===== src/rtl/tile_cfg_pkg.sv =====
// Shared state encoding, config-address field layout and FIFO entry format
// for the tile configuration sequencer.
package tile_cfg_pkg;

  typedef enum logic [2:0] {
    S_IDLE,
    S_ISSUE,
    S_READ,
    S_CHECK,
    S_DONE,
    S_ERR
  } state_t;

  // cfg_addr layout: [15:0] tile id, [23:16] feature, [31:24] register
  localparam int unsigned TILE_LSB = 0;
  localparam int unsigned TILE_W   = 16;
  localparam int unsigned FEAT_LSB = TILE_LSB + TILE_W;
  localparam int unsigned FEAT_W   = 8;
  localparam int unsigned REG_LSB  = FEAT_LSB + FEAT_W;
  localparam int unsigned REG_W    = 8;
  localparam int unsigned ADDR_W   = REG_LSB + REG_W;

  localparam int unsigned DEF_FIFO_DEPTH = 4;

  typedef struct packed {
    logic              last;
    logic [31:0]       data;
    logic [ADDR_W-1:0] addr;
  } entry_t;

  function automatic logic addr_hits(input logic [ADDR_W-1:0] addr,
                                     input logic [TILE_W-1:0] tid);
    return (addr[TILE_LSB +: TILE_W] == tid) && (addr != '0);
  endfunction

endpackage


===== src/rtl/cfg_fifo.sv =====
// Synchronous FIFO with full/empty flags and a flush; the head entry is
// readable combinationally so the consumer can pop and capture in one cycle.
module cfg_fifo #(
  parameter int unsigned WIDTH = 8,
  parameter int unsigned DEPTH = 4
) (
  input  logic             clk_in,
  input  logic             reset,
  input  logic             i_flush,
  input  logic             i_push,
  input  logic [WIDTH-1:0] i_data,
  input  logic             i_pop,
  output logic [WIDTH-1:0] o_data,
  output logic             o_full,
  output logic             o_empty
);

  localparam int unsigned AW = $clog2(DEPTH);

  logic [WIDTH-1:0] r_mem [DEPTH];
  logic [AW:0]      r_wr_ptr;
  logic [AW:0]      r_rd_ptr;

  // Pointers carry one wrap bit so full and empty are distinguishable.
  assign o_data  = r_mem[r_rd_ptr[AW-1:0]];
  assign o_empty = (r_wr_ptr == r_rd_ptr);
  assign o_full  = (r_wr_ptr[AW] != r_rd_ptr[AW]) &&
                   (r_wr_ptr[AW-1:0] == r_rd_ptr[AW-1:0]);

  always_ff @(posedge clk_in) begin
    if (reset || i_flush) begin
      r_wr_ptr <= '0;
      r_rd_ptr <= '0;
    end else begin
      if (i_push && !o_full)  r_wr_ptr <= r_wr_ptr + (AW+1)'(1);
      if (i_pop  && !o_empty) r_rd_ptr <= r_rd_ptr + (AW+1)'(1);
    end
  end

  always_ff @(posedge clk_in) begin
    if (i_push && !o_full) r_mem[r_wr_ptr[AW-1:0]] <= i_data;
  end

endmodule


===== src/rtl/tile_config_sequencer.sv =====
// Buffers config entries, writes those addressed to this tile and optionally
// reads each one back; stops for good on the last entry or a read-back mismatch.
module tile_config_sequencer
  import tile_cfg_pkg::*;
#(
  parameter int unsigned FIFO_DEPTH = DEF_FIFO_DEPTH,
  parameter bit          VERIFY     = 1'b1
) (
  input  logic              clk_in,
  input  logic              reset,
  input  logic              cfg_valid,
  output logic              cfg_ready,
  input  logic [ADDR_W-1:0] cfg_addr,
  input  logic [31:0]       cfg_data,
  input  logic              cfg_last,
  input  logic [TILE_W-1:0] tile_id,
  output logic [ADDR_W-1:0] tile_config_addr,
  output logic [31:0]       tile_config_data,
  output logic              tile_config_en,
  output logic              tile_read_en,
  input  logic [31:0]       tile_read_data,
  output logic              done,
  output logic              error,
  output logic [15:0]       write_count,
  output logic [ADDR_W-1:0] err_addr
);

  state_t            r_state, w_next;
  entry_t            w_in, w_head, r_hold;
  logic              w_full, w_empty, w_push, w_pop, w_cont;
  logic              w_issue, w_mismatch, w_flush;
  logic              r_hit, r_up;
  logic [ADDR_W-1:0] r_out_addr, r_err_addr;
  logic [31:0]       r_out_data;
  logic [15:0]       r_count;

  assign w_in    = '{last: cfg_last, data: cfg_data, addr: cfg_addr};
  assign w_push  = cfg_valid && cfg_ready;
  assign w_flush = (r_state == S_ERR);

  cfg_fifo #(
    .WIDTH($bits(entry_t)),
    .DEPTH(FIFO_DEPTH)
  ) u_fifo (
    .clk_in (clk_in),
    .reset  (reset),
    .i_flush(w_flush),
    .i_push (w_push),
    .i_data (w_in),
    .i_pop  (w_pop),
    .o_data (w_head),
    .o_full (w_full),
    .o_empty(w_empty)
  );

  assign w_issue    = (r_state == S_ISSUE) && r_hit;
  assign w_mismatch = (tile_read_data != r_hold.data);

  // Strobes decode straight from state so read data lands in CHECK; reset
  // masks them in the cycle it is asserted.
  assign tile_config_en   = w_issue && !reset;
  assign tile_read_en     = (r_state == S_READ) && !reset;
  assign tile_config_addr = r_out_addr;
  assign tile_config_data = r_out_data;
  assign cfg_ready        = r_up && !w_full && (r_state != S_DONE) && (r_state != S_ERR);
  assign done             = (r_state == S_DONE);
  assign error            = (r_state == S_ERR);
  assign write_count      = r_count;
  assign err_addr         = r_err_addr;

  always_comb begin
    w_next = r_state;
    w_pop  = 1'b0;
    w_cont = 1'b0;
    case (r_state)
      S_IDLE: begin
        if (!w_empty) begin
          w_pop  = 1'b1;
          w_next = S_ISSUE;
        end
      end
      S_ISSUE: begin
        if (w_issue && VERIFY) w_next = S_READ;
        else                   w_cont = 1'b1;
      end
      S_READ:  w_next = S_CHECK;
      S_CHECK: begin
        if (w_mismatch) w_next = S_ERR;
        else            w_cont = 1'b1;
      end
      default: w_next = r_state;
    endcase
    if (w_cont) begin
      if (r_hold.last) begin
        w_next = S_DONE;
      end else if (!w_empty) begin
        w_pop  = 1'b1;
        w_next = S_ISSUE;
      end else begin
        w_next = S_IDLE;
      end
    end
  end

  always_ff @(posedge clk_in) begin
    if (reset) begin
      r_state    <= S_IDLE;
      r_up       <= 1'b0;
      r_hold     <= '0;
      r_hit      <= 1'b0;
      r_out_addr <= '0;
      r_out_data <= '0;
      r_count    <= '0;
      r_err_addr <= '0;
    end else begin
      r_state <= w_next;
      r_up    <= 1'b1;
      if (w_pop) begin
        r_hold <= w_head;
        r_hit  <= addr_hits(w_head.addr, tile_id);
        // Tile-facing address/data only change for entries that will be written.
        if (addr_hits(w_head.addr, tile_id)) begin
          r_out_addr <= w_head.addr;
          r_out_data <= w_head.data;
        end
      end
      if (w_issue && (r_count != '1)) r_count <= r_count + 16'd1;
      if ((r_state == S_CHECK) && w_mismatch) r_err_addr <= r_hold.addr;
    end
  end

endmodule


===== config.mk =====
export PLATFORM = sky130hd
export DESIGN_NAME = tile_config_sequencer
export DESIGN_NICKNAME = d
export VERILOG_FILES = /design/src/rtl/tile_cfg_pkg.sv /design/src/rtl/cfg_fifo.sv /design/src/rtl/tile_config_sequencer.sv
export SDC_FILE = /design/constraint.sdc
export NUM_CORES = 1
export LEC_CHECK = 0
export CAP_MARGIN = 15
export CELL_PAD_IN_SITES_DETAIL_PLACEMENT = 0
export CELL_PAD_IN_SITES_GLOBAL_PLACEMENT = 2
export CORE_ASPECT_RATIO = 1.25
export CORE_MARGIN = 1
export CORE_UTILIZATION = 34
export DETAILED_ROUTE_END_ITERATION = 7
export GPL_ROUTABILITY_DRIVEN = 0
export PLACE_DENSITY_LB_ADDON = 0.1
export RECOVER_POWER = 50
export SKIP_CTS_REPAIR_TIMING = 1
export SKIP_LAST_GASP = 1
export SLEW_MARGIN = 20
export SYNTH_ARGS = -nofsm -noshare
export SYNTH_HDL_FRONTEND = slang
export SYNTH_SLANG_ARGS = --single-unit

===== constraint.sdc =====
create_clock -name clk_in -period 2.8 [get_ports clk_in]
set_input_delay 0.28 -clock clk_in [delete_from_list [all_inputs] [get_ports clk_in]]
set_output_delay 0.28 -clock clk_in [all_outputs]
set_load 0.01 [all_outputs]

After elaboration in Yosys (flattened, before gate mapping):

Memory sizes are Yosys's and may differ from the RTL's. A register that Yosys moved wholly into a read port is not among the register bits.
Index checks and enable logic that the tools add are counted.

* register bits: 188
* bits in latches: 0
* RAM bits: 260
* bits in read-only memories: 0
* input port bits: 116
* output and inout port bits: 117
* logic and storage cells: 74
* memories kept: 1

Memories
* u_fifo.r_mem: depth 4, width 65, rd ports 1, clocked after memory_dff 1, wr ports 1, RTL line cfg_fifo.sv:20 `logic [WIDTH-1:0] r_mem [DEPTH];`

* add/subtract/negate cells: 3
* multiply operators: 0
* divide/modulo/power cells: 0
* order comparisons: 0
* equal/unequal tests: 16
* shifts and indexed selects: 0
* multiplexer cells: 20
* bitwise operators: 0
* reduce and logical (&&, ||, !) cells: 22

Operator list (number)
* $ne 32x32->1: 1
* $reduce_bool 32->1: 1
* $add 16x1->16 const B: 1
* $eq 16x16->1: 1
* $ne 16x16->1 const B: 1
* $mux 3: 5
* $ne 3x3->1 const B: 5
* $logic_and 1x1->1: 13
* $pmux 3 s4: 1
* $mux 1: 11
* $add 3x1->3 const B: 2
* $eq 3x2->1 const B: 2
* $eq 3x3->1 const B: 2
* $reduce_bool 5->1: 1
* $mux 2: 2
* $reduce_and 4->1: 1
* $eq 3x1->1 const B: 1
* $eq 3x3->1: 1
* $logic_not 1->1: 3
* $logic_not 3->1: 1
* $eq 2x2->1: 1
* $pmux 1 s2: 1
* $reduce_and 2->1: 1
* $logic_or 1x1->1: 1
* $ne 1x1->1: 1

Logic depth before layout (Yosys ltp):

* word-level depth: 10
* depth in mapped cells: 10

Hierarchy:

From an unflattened synthesis, not the netlist that was laid out.

* cells, all modules: 1202
* area total of the unflattened synthesis: 17523.1 sq um

By module, submodules not included
* cfg_fifo: instances 1, cells an instance 407, area an instance 9923.3 sq um, seq. area each 7967.6 sq um
* tile_config_sequencer: instances 1, cells an instance 795, area an instance 7599.8 sq um, seq. area each 3643.5 sq um

Worst setup path after synthesis:

No wires, ideal clock.

* path type: register to register
* from: register u_fifo.r_wr_ptr[0]
* to: memory u_fifo.r_mem[3][0] (netlist bit) (enable)
* setup time: 432 ps
* data arrival time: 2850 ps
* required time: 2368 ps
* slack: -482 ps
* stages on the path, launching flop included: 4
* path buffers: 0
* period minus slack after synthesis: 3282 ps
* cells stage by stage: dfxtp_1 -> xnor2_1 -> a311oi_1 -> and3_1

* longest elaborated chain between the ends: 10

RTL lines
* start, declared: RTL line cfg_fifo.sv:21 `logic [AW:0] r_wr_ptr;`
* start signal, assigned: RTL line cfg_fifo.sv:35 `if (i_push && !o_full) r_wr_ptr <= r_wr_ptr + (AW+1)'(1);`
* $eq 2x2->1: RTL line cfg_fifo.sv:28 `(r_wr_ptr[AW-1:0] == r_rd_ptr[AW-1:0]);`
* $logic_and 1x1->1: RTL line cfg_fifo.sv:27 `assign o_full = (r_wr_ptr[AW] != r_rd_ptr[AW]) &&`
* $logic_not 1->1: RTL line tile_config_sequencer.sv:65 `assign cfg_ready = r_up && !w_full && (r_state != S_DONE) && (r_state != S_ERR);`
* $logic_and 1x1->1 (3 in a row): RTL line tile_config_sequencer.sv:65
* named net cfg_ready: RTL line tile_config_sequencer.sv:12 `output logic cfg_ready,`
* $logic_and 1x1->1: RTL line tile_config_sequencer.sv:38 `assign w_push = cfg_valid && cfg_ready;`
* $logic_and 1x1->1: RTL line cfg_fifo.sv:41 `if (i_push && !o_full) r_mem[r_wr_ptr[AW-1:0]] <= i_data;`
* $mux 1: RTL line cfg_fifo.sv:41
* $mux 1 (not written as such): RTL line cfg_fifo.sv:41
* end, declared: RTL line cfg_fifo.sv:20

The timed path passes the listed nets, and every way through them passes these cells.

==> flow_metrics.tcl <==
set metrics [dict create \
    num_io_pins 233 \
    p_per_area_nw_per_um2 805.8 \
    cts-root-buf "clkbuf_16" \
    p_leak_nw 8.233 \
    combPwrFrac_pct 22.0 \
    drt_iter0_drc 594 \
    worst_clock_skew_ps 16.53 \
    cp_max_fo 13 \
    power.internal_w 0.01288 \
    power_w 0.01815 \
    dr.pass1.iters 4 \
    layout_commonest_cell "edfxtp_1" \
    avgSynthCellArea_um2 13.83 \
    tightestPinTransition_ps 1441 \
    critPathKind "flip-flop to flip-flop" \
    grt.total_usage_pct 18.58 \
    synth_sequential_area_ratio_pct 66.74 \
    cts_sinks 450 \
    drv_cap 0 \
    holdCritPathClass "input port to flip-flop" \
    synth_area_um2 17400 \
    h-tree-depth 2 \
    status "complete, no violations" \
    coreArea_um2 50530 \
    multi_input_area_um2 5507 \
    cts_buffers 47 \
    drive_gt1_share_pct 14.11 \
    cts_buffer_depth 3 \
    p_clk_share_pct 34.1 \
    dieHeight_um 254.9 \
    cp-end-kind "flip-flop" \
    overflow 0 \
    netlist_instances 1258 \
    fin_hold_ws_ps 276.5 \
    ir_worst_vdd_uv 459.6 \
    synthDistinctLibCells 41 \
    syn_nets 1380 \
    routedWlPerCell_um 21.71 \
    final_util_pct 44.59 \
    grt_pass1_wl_um 71460 \
    startpoint_type "flip-flop" \
    cp.arrival_ps 3250 \
    cts_tree "done" \
    nFillCells 4668 \
    ys_async_sr_fraction_pct 0 \
    wl_um 48080 \
    slew_violations 0 \
    final_cell_mix "edfxtp_1 (260), dfxtp_1 (188), dlygate4sd3_1 (176)" \
    ff_latch_area_um2 11620 \
    ant_nets 0 \
    hold_viol_final 0 \
    area_growth_syn_to_layout_pct 29.51 \
    antenna_found_initial 15 \
    fmax_mhz 363.9 \
    clk_pin_slew_ps 60 \
    dp_cells 2116 \
    synth-edff-count 260 \
    switchingPower_w 0.005272 \
    required_ps 3300 \
    num_rows 92 \
    route.vias.total 10970 \
    finalNetCount 1639 \
    final_cells 2215 \
    power_frac_seq_pct 43.8 \
    die_w_um 204.3 \
    hpwl_um 32660 \
    clk_latency_ps 580 \
    slew_headroom_pct 3.960 \
    rsz0062_at_grt "true" \
    synthFlopType "edfxtp_1" \
    switching_share_pct 29.04 \
    setup_violations 0 \
    yosysWarnings 0 \
    min_period_over_period_pct 98.15 \
    vias_per_cell 4.950 \
    start_util_pct 34.43 \
    period_needed_ps 2748 \
    grt_max_degree 67 \
    port_buffers 232 \
    die_area_um2 52080 \
    grt_pass1_vias 11050 \
    drc 0 \
    synth-seq-cells 450 \
]
==> critical path, cell delays in order, from the launching register on <==
cell     delay [ps]
dfxtp_4         370
buf_12          170
mux4_2          590
xnor2_1         170
nand4_1         180
nor4_4          350
buf_4           170
and4_4          280
buf_12          170
mux2i_1         200
==> cell families (layout without fill, tap and decap cells) <==
family | Yosys count | after routing | synth area share, %
AND/OR/NAND/NOR | 323 | 323 | 8.429
AO/OA/AOI/OAI | 162 | 162 | 4.884
multiplexers | 162 | 162 | 14.00
other | 0 | 5 | 0
adder cells (fa/ha/maj) | 6 | 6 | 0.4315
buffers and inverters | 90 | 384 | 2.244
flip-flops | 450 | 450 | 66.74
XOR/XNOR | 65 | 65 | 3.272
==> per-stage QoR <==
| stage | setup WS [ps] | setup TNS [ps] | area, µm² |
|---|---|---|---|
| final | 51.83 | 0 | 22530 |
| after global routing | -82.53 | -3036 | 22520 |
| after CTS | -173.3 | -7828 | 22390 |
| after detailed placement | -522.5 | -67850 | 20880 |
| after global placement | -419.6 | -60710 | 20880 |
| after floorplan | 147.9 | 0 | 17400 |
==> area by class of cell <==
| class | count | share of cell area [%] |
|---|---|---|
| clock inverter | 23 | 1.011 |
| timing repair buffer | 293 | 13.45 |
| clock buffer | 61 | 5.692 |
| tap | 658 | 3.654 |
| antenna | 5 | 0.05553 |
| inverter | 7 | 0.1277 |
| sequential | 450 | 51.57 |
| multi-input combinational | 718 | 24.44 |
==> state kept, by name, indices dropped and copies added, names as in the netlist, named ones only <==
signal and cells:
u_fifo.r_mem 260, r_hold 65, err_addr 32, tile_config_addr 32, tile_config_data 32, write_count 16, r_state 3, u_fifo.r_rd_ptr 3
u_fifo.r_wr_ptr 3, r_hit 1, r_up 1
==> routing by layer <==
layer / vias up / wire length [µm] / GRT usage [%]
met4: 12 / 1169 / 5.864
met1: 5424 / 20190 / 23.21
li1: 5198 / - / -
met5: - / 81 / 0
met3: 85 / 2291 / 3.782
met2: 246 / 24350 / 32.13
==> cells in the mapped netlist, types with 2 or more instances <==
| cell | n | area, µm² |
|---|---|---|
| a211oi_1 | 2 | 15.01 |
| a21oi_1 | 78 | 390.4 |
| and2_1 | 5 | 31.28 |
| and3_1 | 7 | 43.79 |
| and4_1 | 3 | 26.28 |
| buf_1 | 7 | 26.28 |
| buf_2 | 6 | 30.03 |
| buf_4 | 4 | 30.03 |
| buf_6 | 4 | 45.04 |
| clkbuf_1 | 62 | 232.7 |
| dfxtp_1 | 190 | 3804 |
| edfxtp_1 | 260 | 7807 |
| ha_1 | 6 | 75.07 |
| inv_1 | 7 | 26.28 |
| mux2i_1 | 97 | 970.9 |
| mux4_2 | 65 | 1464 |
| nand2_1 | 133 | 499.2 |
| nand2b_1 | 2 | 12.51 |
| nand3_1 | 76 | 380.4 |
| nand4_1 | 19 | 118.9 |
| nor2_1 | 53 | 198.9 |
| nor2b_1 | 2 | 12.51 |
| nor3_1 | 3 | 15.01 |
| nor4_1 | 12 | 75.07 |
| o21ai_0 | 73 | 365.4 |
| or3_1 | 4 | 25.02 |
| xnor2_1 | 56 | 490.5 |
| xor2_1 | 9 | 78.83 |
==> power by group through the flow <==
stage | Clock (W) | Sequential [W] | Combinational (W)
after floorplan | 0 | 0.00792 | 0.00252
after global placement | 0 | 0.00810 | 0.00403
after detailed placement | 0 | 0.00811 | 0.00404
after CTS | 0.00640 | 0.00797 | 0.00405
after global routing | 0.00662 | 0.00802 | 0.00439
final | 0.00620 | 0.00796 | 0.00400
==> path summary, 6_finish.rpt <==
path	from	endpoint	slack (ps)	cells after the start
setup / recovery	flip-flop	tile_config_addr[10]	50	9
hold / removal	reset	tile_config_addr[24]	280	5
setup reg to reg	flip-flop	tile_config_addr[10]	50	9
hold reg to reg	tile_config_addr[7]	tile_config_addr[7]	460	2
Note: power is estimated with default switching activity, not from simulation.
